`src/rtl/ext_intf_pkg.sv`:
```
// ----------------------------------------------------------------------------
// ext_intf_pkg
// Items shared by both ends of the external host link (the Core-B sender and
// this receiver): FSM state encoding, header bit positions, beat counts and
// the fixed write-response payload.
// ----------------------------------------------------------------------------
package ext_intf_pkg;

   // Receiver FSM states. The link is only acknowledged in HDR..DL.
   typedef enum logic [2:0] {
      HDR   = 3'd0,
      AH    = 3'd1,
      AL    = 3'd2,
      DH    = 3'd3,
      DL    = 3'd4,
      ISSUE = 3'd5,
      RESP  = 3'd6
   } state_t;

   // Header beat layout: [15]=write, [14:11]=byte enables, [10:0] reserved.
   localparam int unsigned HDR_WT    = 15;
   localparam int unsigned HDR_BE_HI = 14;
   localparam int unsigned HDR_BE_LO = 11;

   // Request beats: header + 2 address beats, plus 2 data beats for writes.
   localparam int unsigned REQ_BEATS_RD = 3;
   localparam int unsigned REQ_BEATS_WR = 5;

   // Response beats: 4 read-data bytes MSB first, or one status-only beat.
   localparam int unsigned RSP_BEATS_RD = 4;
   localparam int unsigned RSP_BEATS_WR = 1;

   localparam logic [7:0] WR_RESP_DATA = 8'h00;

   // Number of request beats for a transaction type (used by the sender).
   function automatic int unsigned req_beats(input logic is_write);
      return is_write ? REQ_BEATS_WR : REQ_BEATS_RD;
   endfunction

   // Index of the final response beat, for a 2-bit beat counter.
   function automatic logic [1:0] rsp_last_beat(input logic is_read);
      return is_read ? 2'(RSP_BEATS_RD - 1) : 2'(RSP_BEATS_WR - 1);
   endfunction

endpackage

```
`src/rtl/ext_intf_receiver_if.sv`:
```
// ----------------------------------------------------------------------------
// Bus bundles used by ext_intf_receiver.
//
// ext_link_if  : external host link (16-bit request beats in, 8-bit response
//                beats out). master = sender side, slave = receiver side.
//   Ext_TRANS_VALID/DATA/ACK : request beat stream, transfer on VALID&&ACK
//   Ext_RESP_VALID/RESP/DATA/ACK : response beat stream, transfer on VALID&&ACK
//
// ext_mbus_if  : local req/rdy bus. master = receiver, slave = local target.
//   M_REQ/M_WT/M_BE/M_ADDR/M_WDT : request, held until M_RDY
//   M_RDY/M_ERR/M_RDT            : one-cycle completion with status/read data
// ----------------------------------------------------------------------------
interface ext_link_if;
   logic        Ext_TRANS_VALID;
   logic [15:0] Ext_TRANS_DATA;
   logic        Ext_TRANS_ACK;
   logic        Ext_RESP_VALID;
   logic        Ext_RESP_RESP;
   logic [7:0]  Ext_RESP_DATA;
   logic        Ext_RESP_ACK;

   modport master (
      output Ext_TRANS_VALID, Ext_TRANS_DATA, Ext_RESP_ACK,
      input  Ext_TRANS_ACK, Ext_RESP_VALID, Ext_RESP_RESP, Ext_RESP_DATA
   );

   modport slave (
      input  Ext_TRANS_VALID, Ext_TRANS_DATA, Ext_RESP_ACK,
      output Ext_TRANS_ACK, Ext_RESP_VALID, Ext_RESP_RESP, Ext_RESP_DATA
   );
endinterface

interface ext_mbus_if;
   logic        M_REQ;
   logic        M_WT;
   logic [3:0]  M_BE;
   logic [31:0] M_ADDR;
   logic [31:0] M_WDT;
   logic        M_RDY;
   logic        M_ERR;
   logic [31:0] M_RDT;

   modport master (
      output M_REQ, M_WT, M_BE, M_ADDR, M_WDT,
      input  M_RDY, M_ERR, M_RDT
   );

   modport slave (
      input  M_REQ, M_WT, M_BE, M_ADDR, M_WDT,
      output M_RDY, M_ERR, M_RDT
   );
endinterface

```
`src/rtl/ext_resp_serializer.sv`:
```
// ----------------------------------------------------------------------------
// ext_resp_serializer
// Turns one completed local transfer into the 8-bit response beat stream.
// Reads go out as 4 beats (rdata MSB first), writes as one WR_RESP_DATA beat.
// The error flag is repeated on every beat.
//
// Ports:
//   clk, rst    : clock, asynchronous active-high reset
//   start       : one-cycle pulse; captures word/err/is_read and raises VALID
//   is_read     : 1 = 4-beat read response, 0 = 1-beat write response
//   word        : 32-bit read data (ignored for writes)
//   err         : error flag for the whole response
//   resp_ack    : link acknowledge, beat transfers on resp_valid && resp_ack
//   resp_valid  : beat valid, held with stable data until acknowledged
//   resp_err    : error flag of the current response
//   resp_data   : current beat payload
//   done        : one-cycle pulse in the cycle the last beat transfers
// ----------------------------------------------------------------------------
module ext_resp_serializer
   import ext_intf_pkg::*;
(
   input  logic        clk,
   input  logic        rst,
   input  logic        start,
   input  logic        is_read,
   input  logic [31:0] word,
   input  logic        err,
   input  logic        resp_ack,
   output logic        resp_valid,
   output logic        resp_err,
   output logic [7:0]  resp_data,
   output logic        done
);

   logic [31:0] word_q;
   logic        err_q;
   logic        rd_q;
   logic [1:0]  cnt_q;
   logic        valid_q;
   logic        fire;
   logic        last;

   assign fire = valid_q && resp_ack;
   assign last = (cnt_q == rsp_last_beat(rd_q));
   assign done = fire && last;

   // NOTE: sequential state uses non-blocking assignments only, so every
   // register sees the pre-edge value of every other register.
   always_ff @(posedge clk or posedge rst) begin
      if (rst) begin
         word_q  <= '0;
         err_q   <= 1'b0;
         rd_q    <= 1'b0;
         cnt_q   <= '0;
         valid_q <= 1'b0;
      end else if (start) begin
         word_q  <= word;
         err_q   <= err;
         rd_q    <= is_read;
         cnt_q   <= '0;
         valid_q <= 1'b1;
      end else if (fire) begin
         if (last) begin
            valid_q <= 1'b0;
         end else begin
            cnt_q <= cnt_q + 2'd1;
         end
      end
   end

   // Payload is a pure decode of held registers, so it cannot change while
   // VALID waits for ACK.
   // NOTE: every output of an always_comb gets a default first so no path
   // leaves it unassigned (which would infer a latch).
   always_comb begin
      resp_data = WR_RESP_DATA;
      if (rd_q) begin
         case (cnt_q)
            2'd0:    resp_data = word_q[31:24];
            2'd1:    resp_data = word_q[23:16];
            2'd2:    resp_data = word_q[15:8];
            default: resp_data = word_q[7:0];
         endcase
      end
   end

   assign resp_valid = valid_q;
   assign resp_err   = err_q;

endmodule

```
`src/rtl/ext_intf_receiver.sv`:
```
// ----------------------------------------------------------------------------
// ext_intf_receiver
// Far-end stage of the external host link. Collects header / address / write
// data beats into one local bus request, runs it on the req/rdy master port
// with a cycle-count abort, and returns status (and read data) as a response
// beat stream. Fully synchronous to CLK.
//
// Parameters:
//   TIMEOUT_CYC : max cycles M_REQ stays high without M_RDY (>= 2)
//   TO_W        : timeout counter width, must hold TIMEOUT_CYC-1
//
// Ports:
//   CLK, RST : clock, asynchronous active-high reset
//   link     : ext_link_if.slave  - request beats in, response beats out
//   mbus     : ext_mbus_if.master - local bus request port
//   BUSY     : high whenever the FSM is not waiting for a header
//   TIMEOUT  : one-cycle pulse when a local request is aborted
// ----------------------------------------------------------------------------
module ext_intf_receiver
   import ext_intf_pkg::*;
#(
   parameter int unsigned TIMEOUT_CYC = 1024,
   parameter int unsigned TO_W        = 10
) (
   input  logic        CLK,
   input  logic        RST,
   ext_link_if.slave   link,
   ext_mbus_if.master  mbus,
   output logic        BUSY,
   output logic        TIMEOUT
);

   localparam logic [TO_W-1:0] TO_LAST = TO_W'(TIMEOUT_CYC - 1);

   state_t          state, next_state;
   logic            ack_q;
   logic            req_q;
   logic            timeout_q;
   logic            wt_q;
   logic [3:0]      be_q;
   logic [31:0]     addr_q;
   logic [31:0]     wdt_q;
   logic [TO_W-1:0] to_cnt;

   logic            beat;
   logic            to_hit;
   logic            issue_done;
   logic            rsp_done;
   logic [31:0]     rsp_word;
   logic            rsp_err;

   assign beat       = link.Ext_TRANS_VALID && ack_q;
   assign to_hit     = (to_cnt == TO_LAST);
   assign issue_done = (state == ISSUE) && (mbus.M_RDY || to_hit);

   // A real completion beats a coincident timeout; an abort reports error
   // with zero read data.
   assign rsp_word = mbus.M_RDY ? mbus.M_RDT : 32'h0;
   assign rsp_err  = mbus.M_RDY ? mbus.M_ERR : 1'b1;

   // ---------------- state register ----------------
   always_ff @(posedge CLK or posedge RST) begin
      if (RST) begin
         state <= HDR;
      end else begin
         state <= next_state;
      end
   end

   // ---------------- next-state logic ----------------
   always_comb begin
      next_state = state;
      case (state)
         HDR:   if (beat) next_state = AH;
         AH:    if (beat) next_state = AL;
         AL:    if (beat) next_state = wt_q ? DH : ISSUE;
         DH:    if (beat) next_state = DL;
         DL:    if (beat) next_state = ISSUE;
         ISSUE: if (issue_done) next_state = RESP;
         RESP:  if (rsp_done) next_state = HDR;
         default: next_state = HDR;
      endcase
   end

   // ---------------- output decode ----------------
   always_comb begin
      BUSY = (state != HDR);
   end

   // Handshake outputs are registered from next_state so they line up with
   // the state they describe without a decode path to the pins.
   always_ff @(posedge CLK or posedge RST) begin
      if (RST) begin
         ack_q     <= 1'b0;
         req_q     <= 1'b0;
         timeout_q <= 1'b0;
      end else begin
         ack_q     <= (next_state == HDR) || (next_state == AH) ||
                      (next_state == AL)  || (next_state == DH) ||
                      (next_state == DL);
         req_q     <= (next_state == ISSUE);
         timeout_q <= (state == ISSUE) && !mbus.M_RDY && to_hit;
      end
   end

   // ---------------- request capture ----------------
   always_ff @(posedge CLK or posedge RST) begin
      if (RST) begin
         wt_q   <= 1'b0;
         be_q   <= '0;
         addr_q <= '0;
         wdt_q  <= '0;
      end else if (beat) begin
         case (state)
            HDR: begin
               wt_q  <= link.Ext_TRANS_DATA[HDR_WT];
               be_q  <= link.Ext_TRANS_DATA[HDR_BE_HI:HDR_BE_LO];
               // Reads carry no data; clear it so stale write data never
               // appears on M_WDT.
               wdt_q <= '0;
            end
            AH:      addr_q[31:16] <= link.Ext_TRANS_DATA;
            AL:      addr_q[15:0]  <= link.Ext_TRANS_DATA;
            DH:      wdt_q[31:16]  <= link.Ext_TRANS_DATA;
            DL:      wdt_q[15:0]   <= link.Ext_TRANS_DATA;
            default: ;
         endcase
      end
   end

   // ---------------- timeout counter ----------------
   // Held at zero outside ISSUE, so it starts from zero on every entry.
   always_ff @(posedge CLK or posedge RST) begin
      if (RST) begin
         to_cnt <= '0;
      end else if (state == ISSUE) begin
         to_cnt <= to_cnt + 1'b1;
      end else begin
         to_cnt <= '0;
      end
   end

   // ---------------- response stream ----------------
   ext_resp_serializer u_resp (
      .clk        (CLK),
      .rst        (RST),
      .start      (issue_done),
      .is_read    (!wt_q),
      .word       (rsp_word),
      .err        (rsp_err),
      .resp_ack   (link.Ext_RESP_ACK),
      .resp_valid (link.Ext_RESP_VALID),
      .resp_err   (link.Ext_RESP_RESP),
      .resp_data  (link.Ext_RESP_DATA),
      .done       (rsp_done)
   );

   assign link.Ext_TRANS_ACK = ack_q;
   assign mbus.M_REQ         = req_q;
   assign mbus.M_WT          = wt_q;
   assign mbus.M_BE          = be_q;
   assign mbus.M_ADDR        = addr_q;
   assign mbus.M_WDT         = wdt_q;
   assign TIMEOUT            = timeout_q;

endmodule

```
`src/flat_wrapper.sv`:
```
// flat-port wrapper written by rule: the top's interface ports become plain ports
module ext_intf_receiver_flat import ext_intf_pkg::*;
#(
   parameter int unsigned TIMEOUT_CYC = 1024,
   parameter int unsigned TO_W        = 10
)
  (CLK, RST, BUSY, TIMEOUT, link_Ext_TRANS_VALID, link_Ext_TRANS_DATA, link_Ext_RESP_ACK, link_Ext_TRANS_ACK, link_Ext_RESP_VALID, link_Ext_RESP_RESP, link_Ext_RESP_DATA, mbus_M_REQ, mbus_M_WT, mbus_M_BE, mbus_M_ADDR, mbus_M_WDT, mbus_M_RDY, mbus_M_ERR, mbus_M_RDT);
  ext_link_if link_i ();
  ext_mbus_if mbus_i ();
  input  logic CLK;
  input  logic RST;
  output logic BUSY;
  output logic TIMEOUT;
  input wire logic [$bits(link_i.Ext_TRANS_VALID)-1:0] link_Ext_TRANS_VALID;
  input wire logic [$bits(link_i.Ext_TRANS_DATA)-1:0] link_Ext_TRANS_DATA;
  input wire logic [$bits(link_i.Ext_RESP_ACK)-1:0] link_Ext_RESP_ACK;
  output wire logic [$bits(link_i.Ext_TRANS_ACK)-1:0] link_Ext_TRANS_ACK;
  output wire logic [$bits(link_i.Ext_RESP_VALID)-1:0] link_Ext_RESP_VALID;
  output wire logic [$bits(link_i.Ext_RESP_RESP)-1:0] link_Ext_RESP_RESP;
  output wire logic [$bits(link_i.Ext_RESP_DATA)-1:0] link_Ext_RESP_DATA;
  output wire logic [$bits(mbus_i.M_REQ)-1:0] mbus_M_REQ;
  output wire logic [$bits(mbus_i.M_WT)-1:0] mbus_M_WT;
  output wire logic [$bits(mbus_i.M_BE)-1:0] mbus_M_BE;
  output wire logic [$bits(mbus_i.M_ADDR)-1:0] mbus_M_ADDR;
  output wire logic [$bits(mbus_i.M_WDT)-1:0] mbus_M_WDT;
  input wire logic [$bits(mbus_i.M_RDY)-1:0] mbus_M_RDY;
  input wire logic [$bits(mbus_i.M_ERR)-1:0] mbus_M_ERR;
  input wire logic [$bits(mbus_i.M_RDT)-1:0] mbus_M_RDT;
  assign link_i.Ext_TRANS_VALID = link_Ext_TRANS_VALID;
  assign link_i.Ext_TRANS_DATA = link_Ext_TRANS_DATA;
  assign link_i.Ext_RESP_ACK = link_Ext_RESP_ACK;
  assign link_Ext_TRANS_ACK = link_i.Ext_TRANS_ACK;
  assign link_Ext_RESP_VALID = link_i.Ext_RESP_VALID;
  assign link_Ext_RESP_RESP = link_i.Ext_RESP_RESP;
  assign link_Ext_RESP_DATA = link_i.Ext_RESP_DATA;
  assign mbus_M_REQ = mbus_i.M_REQ;
  assign mbus_M_WT = mbus_i.M_WT;
  assign mbus_M_BE = mbus_i.M_BE;
  assign mbus_M_ADDR = mbus_i.M_ADDR;
  assign mbus_M_WDT = mbus_i.M_WDT;
  assign mbus_i.M_RDY = mbus_M_RDY;
  assign mbus_i.M_ERR = mbus_M_ERR;
  assign mbus_i.M_RDT = mbus_M_RDT;
  ext_intf_receiver #(.TIMEOUT_CYC(TIMEOUT_CYC), .TO_W(TO_W)) u_core (.CLK(CLK), .RST(RST), .link(link_i), .mbus(mbus_i), .BUSY(BUSY), .TIMEOUT(TIMEOUT));
endmodule
```
`config.mk`:
```
export PLATFORM = sky130hd
export DESIGN_NAME = ext_intf_receiver_flat
export DESIGN_NICKNAME = d
export VERILOG_FILES = /design/src/rtl/ext_intf_pkg.sv /design/src/rtl/ext_intf_receiver_if.sv /design/src/rtl/ext_resp_serializer.sv /design/src/rtl/ext_intf_receiver.sv /design/src/flat_wrapper.sv
export SDC_FILE = /design/constraint.sdc
export NUM_CORES = 1
export LEC_CHECK = 0
export ABC_AREA = 1
export BUFFER_PORTS_ARGS = -buffer_cell sky130_fd_sc_hd__buf_2
export CELL_PAD_IN_SITES_DETAIL_PLACEMENT = 1
export CELL_PAD_IN_SITES_GLOBAL_PLACEMENT = 1
export CORE_MARGIN = 5
export CORE_UTILIZATION = 39
export DETAILED_ROUTE_END_ITERATION = 12
export PLACE_DENSITY = 0.77
export SYNTH_ARGS = -nofsm -noshare
export SYNTH_HDL_FRONTEND = slang
export SYNTH_SLANG_ARGS = --single-unit
```
`constraint.sdc`:
```
create_clock -name CLK -period 4.8 [get_ports CLK]
set_input_delay 0.96 -clock CLK [delete_from_list [all_inputs] [get_ports CLK]]
set_output_delay 0.96 -clock CLK [all_outputs]
set_load 0.05 [all_outputs]
```
# Word-level counts from Yosys, hierarchy flattened
# Cells that the tools add are included.
# Widths: inputs -> output; s select.
[totals]
romBits = 0
mem_bits_rw = 0
word_cells = 85
memories = 0
output_inout_bits = 83
latch_bits = 0
in_bits = 54
reg_bits = 122
[classes]
mux = 23
bitwise_logic = 0
shift = 0
n_eq_ne = 16
magnitude_cmp = 0
n_div = 0
addsub = 2
reduce_logical = 28
multipliers = 0
[ops]
columns = ["cell", "n"]
rows = [
  ["$pmux 16 s2", 2],
  ["$mux 32", 1],
  ["$mux 3", 8],
  ["$pmux 8 s3", 1],
  ["$pmux 3 s7", 1],
  ["$eq 3x3->1 const B", 5],
  ["$reduce_and 2->1", 7],
  ["$eq 3x2->1 const B", 4],
  ["$add 10x1->10 const B", 1],
  ["$eq 10x10->1 const B", 1],
  ["$mux 10", 1],
  ["$mux 2", 4],
  ["$mux 8", 1],
  ["$reduce_bool 2->1", 4],
  ["$eq 3x1->1 const B", 2],
  ["$logic_and 1x1->1", 6],
  ["$logic_not 3->1", 2],
  ["$logic_or 1x1->1", 5],
  ["$mux 1", 4],
  ["$reduce_bool 3->1", 1],
  ["$add 2x1->2 const B", 1],
  ["$eq 2x1->1 const B", 1],
  ["$eq 2x2->1", 1],
  ["$eq 2x2->1 const B", 1],
  ["other kinds (3)", 4],
]

# Longest topological paths before layout
[logic_depth]
ltp_word = 10
depth_mapped = 9
ltp_nobuf = 8

# Modules after synthesis
# From an unflattened synthesis, not the netlist that was laid out.
[unflattened]
hier_cells = 675
area_unflattened_um2 = 5484.0
[modules_own_cells]
columns = ["module", "area_per_inst_um2", "cells_per_inst", "seq_area_each_um2", "n_inst"]
rows = [
  ["ext_intf_receiver", 3739.8, 455, 2127.0, 1],
  ["ext_resp_serializer", 1744.2, 220, 925.9, 1],
]

# Least setup slack after synthesis
# OpenSTA, ideal clock, no wires.
[synth_path]
path_kind = "reg2out"
from = "register u_core.u_resp.cnt_q[0]"
to = "output port link_Ext_RESP_DATA[0]"
arrival_ns = 1.810
path_stages_with_launch = 6
setup_slack_ns = 2.030
path_buffers = 1
t_required_ns = 3.840
path_cell_list = "dfrtp_1 > inv_1 > ha_1 > buf_1 > nand2_1 > a31oi_1"
[synth_between]
elab_chain_len = 3
elab_cells_between_ends = 5
classes_between = "2 x eq/ne; 2 x mux; 1 x reduce/logical"
[synth_lines]
columns = ["item", "line", "rtl"]
rows = [
  ["from (decl)", "ext_resp_serializer.sv:38", "logic [1:0] cnt_q;"],
  ["from (signal assigned)", "ext_resp_serializer.sv:66", "cnt_q <= cnt_q + 2'd1;"],
  ["$eq 2x2->1, or another cell as far along", "ext_resp_serializer.sv:78", "case (cnt_q)"],
  ["$pmux 8 s3 *", "ext_resp_serializer.sv:78", ""],
  ["$mux 8 *", "ext_resp_serializer.sv:77", "if (rd_q) begin"],
  ["to (decl)", "flat_wrapper.sv:20", "output wire logic [$bits(link_i.Ext_RESP_DATA)-1:0] link_Ext_RESP_DATA;"],
]
# Mark *: on every way between the ends. The rest lies on a longest branch, timed or not.

# Final worst setup path
[layout_path]
from = "register u_core.u_resp.cnt_q[0]"
to = "output port link_Ext_RESP_DATA[2]"
# Same word-level chain as after synthesis.

==> results.cfg <==
[timing]
finalHoldViolCount = 0
fin_skew_ns = 0.00705
rsz0062_at_grt = no
setup_tns_ns = 0
finalMaxSlewViolations = 0
setup_viol = 0
max_freq_mhz = 341
tightestPinTransition_ns = 0.861
fin_crit_ns = 2.93
final.period_utilization_pct = 61.1
maxSlewHeadroom_pct = 42.5

[worst_hold_path]
hp-class = register to register
min-delay-start = u_core.to_cnt[0]

[global_routing]
grt_max_degree = 55
grt_pass1_wl_mm = 25.5
grt_overflow = 0
grt_pass1_vias = 4979
antenna_found_initial = 0
track_usage_pct = 20.2

[layout]
area_growth_pct = 26.2
fin_area_um2 = 6560
fillers = 1627
fin_nets = 787
antenna_cells = 0
drive_gt1_share_pct = 24.3

[logic_synthesis]
yosysWarnings = 0
synthTopCellsByCount = nand2_1 (188), dfrtp_1 (122), o21ai_0 (92), inv_1 (56), nand3_1 (34)
yosysSeqAreaShare_pct = 58.8
synth.ff_latch_count = 122
synth_edf_count = 0
synth_most_common_cell = nand2_1
synth_top_area_share_pct = 58.8
syn_area_um2 = 5190
ys_async_sr_fraction_pct = 100
syn_inst = 597
netlist_top_cells_area = dfrtp_1 (59%), nand2_1 (14%), o21ai_0 (8.9%)
ys_types = 27
yosysTopAreaCell = dfrtp_1
syn_nets = 656
ys.flop_type = dfrtp_1
syn_avg_cell_area_um2 = 8.70

[drt]
drc_errors = 0
ant_nets = 0
via_per_inst = 4.90
wirelength_mm = 15.1
dr.pass1.iters = 4
drtIter0Drc = 209
vias = 4491
wl_per_cell_um = 16.5

[die]
core_area_um2 = 13100
die_w_um = 125
initial_utilization_pct = 39.5
io_pins = 137
chipHeight_um = 125
rows = 42
die_area_um2 = 15700

[setup_path]
cp-start-kind = register
crit_type = register to output pin
endpoint_kind = output pin
worst_ep_arrival_time_ns = 1.97
crit_start = u_core.u_resp.cnt_q[0]
rr_startpoint = u_core.state[2]
critPathMaxFanout = 9
worst_r2r_path_depth = 6
r2r_end = u_core.link.Ext_TRANS_ACK
crit_end = link_Ext_RESP_DATA[2]
r2r_slack_ns = 2.56
cp_data_required_time_ns = 3.84

[clock_network]
cts_made_buffers = 17
cts_max_path_buffers = 2
htreeDepth = 4
clk_latency_ns = 0.41
root_buffer = clkbuf_16
hold_buffers = 0
ctsResizeCount = 0
tritoncts = done
cts_sinks = 122
postCtsSetupBuffers = 0
clk_pin_slew_ns = 0.06

[place]
finalWeightedCongestion = 0.859
portBuffers = 136
placed_area_um2 = 5990
dp_hpwl_mm = 11.0

[run]
maxCapViolCount = 0

[power]
vdd_drop_max_mv = 0.490
p_leak_nw = 3.52
power_density_nw_per_um2 = 835

[outcome]
status = complete, no violations
[power by group]
group          internal [W]  switching (W)  leakage (nW)  total, W
Sequential          0.00146       0.000297          1.54   0.00176
Combinational      0.000547        0.00194          1.71   0.00249
Clock              0.000772       0.000458         0.268   0.00123
[cell type report]
| type | count | area (um2) | area share [%] |
|---|---|---|---|
| flip-flops and latches | 122 | 3050 | 46.6 |
| multi-input cells | 391 | 1790 | 27.3 |
| repair buffers | 139 | 703 | 10.7 |
| clock buffers | 20 | 447 | 6.81 |
| well taps | 176 | 220 | 3.36 |
| inverters | 57 | 219 | 3.34 |
| clock inverters | 11 | 123 | 1.87 |
[flip-flops by register name (all words and copies together) (netlist names)]
signal and cells:
u_core.u_resp.resp_valid 1, u_core.state 3, u_core.to_cnt 10, u_core.mbus.M_ADDR 32, u_core.TIMEOUT 1, u_core.mbus.M_WT 1, u_core.mbus.M_WDT 32, u_core.link.Ext_TRANS_ACK 1
u_core.u_resp.rd_q 1, u_core.u_resp.cnt_q 2, u_core.u_resp.resp_err 1, u_core.mbus.M_BE 4, u_core.u_resp.word_q 32, u_core.mbus.M_REQ 1
[per-layer routing]
metal | part of all wire, % | wire length (um) | GRT usage (%)
met1 | 44 | 6710 | 25.3
met2 | 47 | 7170 | 32.7
met3 | 6.7 | 1010 | 7.21
met4 | 1.4 | 212 | 6.63
met5 | 0 | 0 | 0
[cell families after synthesis]
logic type | after synthesis | share of synthesized area, %
adders and majority gates | 5 | 1.20
and+or+nand+nor | 267 | 21.6
DFF | 122 | 58.8
buffers and inverters | 84 | 6.72
AOI/OAI and AO/OA | 119 | 11.7
[worst min-delay path by stage]
| stage | cells past startpoint | endpoint | slack [ns] |
|---|---|---|---|
| after floorplan | 1 | u_core.to_cnt[0] | 0.43 |
| after global placement | 1 | u_core.to_cnt[0] | 0.45 |
| after detailed placement | 1 | u_core.to_cnt[0] | 0.46 |
| after CTS | 1 | u_core.to_cnt[0] | 0.47 |
| after global routing | 2 | u_core.u_resp.word_q[29] | 0.49 |
| final | 1 | u_core.to_cnt[0] | 0.46 |
[worst max-delay path, cell delays in order (launching register included)]
cell,delay (ns)
dfrtp_1,0.41
ha_1,0.31
inv_1,0.23
o21ai_0,0.12
a31oi_1,0.19
buf_2,0.29
[layout by cell type, fill, tap and decap left out, drive strengths merged]
master	n
a211oi	1
a21oi	16
a31oi	8
buf	139
bufinv	2
clkbuf	20
clkinv	4
clkinvlp	4
dfrtp	122
ha	5
inv	58
nand2	193
nand3	35
nand4	4
nor2	30
nor3	3
nor4	2
o21ai	94
[through the flow]
stage	power [W]	cells	setup WS, ns	utilization (%)	hold WS (ns)
CTS	0.00553	916	1.86	49.9	0.469
detailed placement	0.00427	885	2.15	45.6	0.462
global route	0.00582	916	1.73	49.9	0.489
global placement	0.00418	885	2.26	45.6	0.446
floorplan	0.00359	597	0.597	-	0.433
finish	0.00548	916	1.87	49.9	0.461
(Power assumes the default switching activity.)
